`config.mk`:
```
export PLATFORM = sky130hd
export DESIGN_NAME = l2_cache_control
export DESIGN_NICKNAME = d
export VERILOG_FILES = /design/src/rtl/l2_cache_control.sv
export SDC_FILE = /design/constraint.sdc
export NUM_CORES = 1
export LEC_CHECK = 0
export ABC_AREA = 1
export CAP_MARGIN = 5
export CELL_PAD_IN_SITES_DETAIL_PLACEMENT = 0
export CELL_PAD_IN_SITES_GLOBAL_PLACEMENT = 1
export CORE_MARGIN = 4
export CORE_UTILIZATION = 33
export CTS_CLUSTER_SIZE = 24
export DETAILED_ROUTE_END_ITERATION = 12
export GPL_TIMING_DRIVEN = 0
export PLACE_DENSITY = 0.78
export SKIP_CTS_REPAIR_TIMING = 1
export SYNTH_ARGS = -nofsm -noshare
export SYNTH_HDL_FRONTEND = slang
export SYNTH_SLANG_ARGS = --single-unit
```
`constraint.sdc`:
```
create_clock -name clk -period 1.7 [get_ports clk]
set_input_delay 0.34 -clock clk [delete_from_list [all_inputs] [get_ports clk]]
set_output_delay 0.34 -clock clk [all_outputs]
set_load 0.005 [all_outputs]
```
`src/rtl/l2_cache_control.sv`:
```
// L2 cache control: qualifies tag matches, holds valid/dirty/LRU arrays and
// sequences hit, writeback and allocate transactions against physical memory.
module l2_cache_control #(
  parameter int unsigned S_INDEX = 3
) (
  input  logic        clk,
  input  logic        rst,
  input  logic        mem_read,
  input  logic        mem_write,
  input  logic [31:0] mem_address,
  output logic        mem_resp,
  input  logic        tag_match1,
  input  logic        tag_match2,
  output logic        hit1,
  output logic        hit2,
  output logic        load_way1,
  output logic        load_way2,
  output logic        data_sel,
  output logic        pmem_addr_sel,
  output logic        victim_way,
  output logic        pmem_read,
  output logic        pmem_write,
  input  logic        pmem_resp
);

  localparam int unsigned NSETS = 1 << S_INDEX;

  typedef enum logic [1:0] {IDLE, COMPARE, WRITEBACK, ALLOCATE} state_t;

  state_t             r_state;
  logic [NSETS-1:0]   r_valid1, r_valid2, r_dirty1, r_dirty2, r_lru;

  logic [S_INDEX-1:0] w_idx;
  logic               w_req, w_hit, w_victim_dirty;
  logic               w_unused_addr;

  assign w_idx         = mem_address[4+S_INDEX:5];
  assign w_unused_addr = ^{mem_address[31:5+S_INDEX], mem_address[4:0]};
  assign w_req         = mem_read | mem_write;

  // Way1 wins when both ways report a valid match.
  assign hit1       = tag_match1 & r_valid1[w_idx];
  assign hit2       = tag_match2 & r_valid2[w_idx] & ~hit1;
  assign w_hit      = hit1 | hit2;
  assign victim_way = r_lru[w_idx];
  assign w_victim_dirty = victim_way ? (r_valid2[w_idx] & r_dirty2[w_idx])
                                     : (r_valid1[w_idx] & r_dirty1[w_idx]);

  always_comb begin
    mem_resp      = 1'b0;
    load_way1     = 1'b0;
    load_way2     = 1'b0;
    data_sel      = 1'b0;
    pmem_addr_sel = 1'b0;
    pmem_read     = 1'b0;
    pmem_write    = 1'b0;
    unique case (r_state)
      COMPARE: begin
        if (w_req && w_hit) begin
          mem_resp = 1'b1;
          if (mem_write) begin
            load_way1 = hit1;
            load_way2 = hit2;
          end
        end
      end
      WRITEBACK: begin
        pmem_write    = 1'b1;
        pmem_addr_sel = 1'b1;
      end
      ALLOCATE: begin
        pmem_read = 1'b1;
        if (pmem_resp) begin
          data_sel  = 1'b1;
          load_way1 = ~victim_way;
          load_way2 = victim_way;
        end
      end
      default: ;
    endcase
  end

  always_ff @(posedge clk or posedge rst) begin
    if (rst) begin
      r_state  <= IDLE;
      r_valid1 <= '0;
      r_valid2 <= '0;
      r_dirty1 <= '0;
      r_dirty2 <= '0;
      r_lru    <= '0;
    end else begin
      unique case (r_state)
        IDLE: begin
          if (w_req) r_state <= COMPARE;
        end
        COMPARE: begin
          if (!w_req) begin
            r_state <= IDLE;
          end else if (w_hit) begin
            r_lru[w_idx] <= hit1;
            if (mem_write) begin
              if (hit1) r_dirty1[w_idx] <= 1'b1;
              else      r_dirty2[w_idx] <= 1'b1;
            end
            r_state <= IDLE;
          end else if (w_victim_dirty) begin
            r_state <= WRITEBACK;
          end else begin
            r_state <= ALLOCATE;
          end
        end
        WRITEBACK: begin
          if (pmem_resp) begin
            if (victim_way) r_dirty2[w_idx] <= 1'b0;
            else            r_dirty1[w_idx] <= 1'b0;
            r_state <= ALLOCATE;
          end
        end
        ALLOCATE: begin
          if (pmem_resp) begin
            if (victim_way) begin
              r_valid2[w_idx] <= 1'b1;
              r_dirty2[w_idx] <= 1'b0;
            end else begin
              r_valid1[w_idx] <= 1'b1;
              r_dirty1[w_idx] <= 1'b0;
            end
            r_state <= COMPARE;
          end
        end
        default: r_state <= IDLE;
      endcase
    end
  end

endmodule

```
==> qor.txt <==
initial antenna violation count = 0
Setup CP Type = input pin to output pin
Worst slew margin = 0.564
Die Span X = 94.0 um
final hold viol count = 0
leakage power = 0.00170 uW
WP data required = 1.36 ns
Mapped Area = 2440 um^2
cell taking the most area after synthesis = dfrtp_1
input/output buffers = 18
Max FO, Critical Path = 6
CTS Buf Count = 5
Row Count = 31
post-synthesis simple-gate area fraction = 0.335
slew at the pin closest to its max-slew limit = 0.651 ns
CORE AREA = 7210 um^2
clock-pin slew on the worst setup and hold paths = 0.09 ns
final setup fails = 21
async set-or-reset flop fraction in the synthesized netlist = 1.00
Mapped Cells = 343
pwr dens = 1350 nW/um^2
outcome = complete, but fails checks
H-tree depth = 2
XOR/XNOR Fraction of Synth Area = 0
CTS Sinks = 42
final wirelength = 7.12 mm
Starting Density = 0.338
RSZ-0062 raised after global routing = true
Mapped Nets = 386
Area growth, synth to finish = 41.7%
Syn. warnings = 0
Finished Core Util = 0.479
Synth Flop Type = dfrtp_1
Die Footprint = 8830 um^2
R2R Path Start = r_state[1]
Worst VDD drop = 872 uV
DIE HEIGHT = 94.0 um
gr ovfl total = 0
first-pass GRT wire length = 10.6 mm
adder-cell share of the synthesized area = 0.0205
CP endpoint kind = output pin
average cell area after synthesis = 7.11 um^2
antenna cells = 0
largest net degree at the start of global routing = 38
post-synthesis mux area share = 0
failing checks = negative setup slack
RePlAce Congestion = 0.773
fmax = 517 MHz
layout cells sized above 1 = 0.338
combinational family with the most area after synthesis = simple AND/OR/NAND/NOR gates
minimum clock period = 1.94 ns
gr usage total = 0.156
initial drt markers = 116
TritonCTS clock tree = done
setup ws final = -0.235 ns
CP Launch Type = input pin
wire per inst = 14.2 um
area fraction of the dominant cell type after synthesis = 0.431
Tcrit/Tclk final = 1.14
overall power = 4680 uW
number of synthesized flops with an enable pin = 0
Clk Latency, worst-skew pair = 0.30 ns
clock tree buffer depth = 2
most frequent cells after synthesis = nand2_1, inv_1, dfrtp_1, nand3_1, nor2_1
skew final = 0.0112 ns
DP Area = 2790 um^2
DRC = 0
final net count = 444
Worst Hold Class = input pin to asynchronous set/reset pin
Worst Reg-to-Reg Cells = 13
top cells by area, synth = dfrtp_1, nand2_1, inv_1, nand3_1, o21ai_0
most frequent cell after synthesis = nand2_1
CTS root buf = clkbuf_8
Synth cell types = 24
Design Area, Final = 3460 um^2
DRT antenna net count = 0
max-slew violations = 0
Yosys reg bits = 42
Worst R2R Setup Slack = -0.09 ns
TritonRoute pass-1 iters = 4
detail-routed via count per cell = 4.68
Via Count = 2345
vias in the first global route = 2066
Place WS = -1.21 ns
fillers = 721
HPWL Detailed = 4.71 mm
# IOs = 49
maxcap violations = 0
register area share after synthesis = 0.431
post-synthesis compound-gate area fraction = 0.104
WP data arrival = 1.60 ns
==> per-layer routing <==
| layer | vias to the layer above | share of wire | track usage |
|---|---|---|---|
| met2 | 27 | 0.49 | 0.244 |
| met5 | - | 0 | 0 |
| met4 | 0 | 0.012 | 0.0385 |
| met3 | 8 | 0.025 | 0.0272 |
| li1 | 1190 | - | - |
| met1 | 1120 | 0.48 | 0.222 |
==> layout by cell type, fill, tap and decap left out, types with 2 or more instances in the layout <==
master,count
inv_4,2
buf_4,25
inv_1,38
a21oi_1,2
o21ai_1,17
nor2_4,5
o21ai_4,2
nand3_2,20
nand2_4,6
nand3_1,9
clkbuf_2,4
dlymetal6s2s_1,4
o21ai_2,4
nor2_1,17
buf_6,15
nand4_1,8
ha_4,3
inv_2,11
clkdlybuf4s50_1,6
clkbuf_8,6
nand2_2,14
o21ai_0,17
nand2_1,102
buf_2,2
dfrtp_1,41
nor2_2,6
==> worst max-delay path by stage <==
stage,from,depth (start not counted),endpoint,slack [ns]
floorplan,r_state[0],13,flip-flop,0.01
global route,r_valid2[1],11,mem_resp,-0.31
global placement,mem_address[7],12,mem_resp,-1.21
finish,mem_address[5],13,mem_resp,-0.24
CTS,mem_address[5],10,load_way1,-1.21
detailed placement,mem_address[5],10,load_way1,-1.21
==> final cells by class <==
type                    count  area, um^2  area share
multi-input cells         240        1420       0.411
flip-flops and latches     42        1050       0.304
repair buffers             53         495       0.143
inverters                  52         200      0.0579
well taps                  99         124      0.0358
clock buffers               6        82.6      0.0239
plain buffers               7        68.8      0.0199
clock inverters             2        12.5     0.00362
==> metrics by stage <==
stage	TNS [ns]	hold WS, ns	std cells
final	-1.46	0.246	501
after detailed placement	-31.68	0.447	461
after global placement	-55.89	0.439	460
after global routing	-3.53	0.273	501
after floorplan	0	0.427	343
after CTS	-19.67	0.258	469
==> critical path, stage by stage <==
cell            delay [ns]
buf_2                 0.13
buf_6                 0.14
buf_8                 0.13
nand2_1               0.08
nand3_2               0.08
nand2_2               0.09
inv_1                 0.05
nand2_2               0.09
nand2_4               0.07
nand2_2               0.10
nand2_4               0.09
inv_4                 0.08
dlymetal6s2s_1        0.12
==> kinds of logic after synthesis <==
logic type / Yosys count
and+or+nand+nor: 191
DFF: 42
adders and majority gates: 4
buffers and inverters: 61
AOI/OAI and AO/OA: 45
==> power breakdown <==
part	leakage, uW	internal [uW]	switching, uW	total [uW]
logic	0.00120	1080	1420	2490
clock network	0.0000472	327	363	690
registers	0.000458	1320	177	1490
No activity file was read; power rests on OpenSTA's default activity.
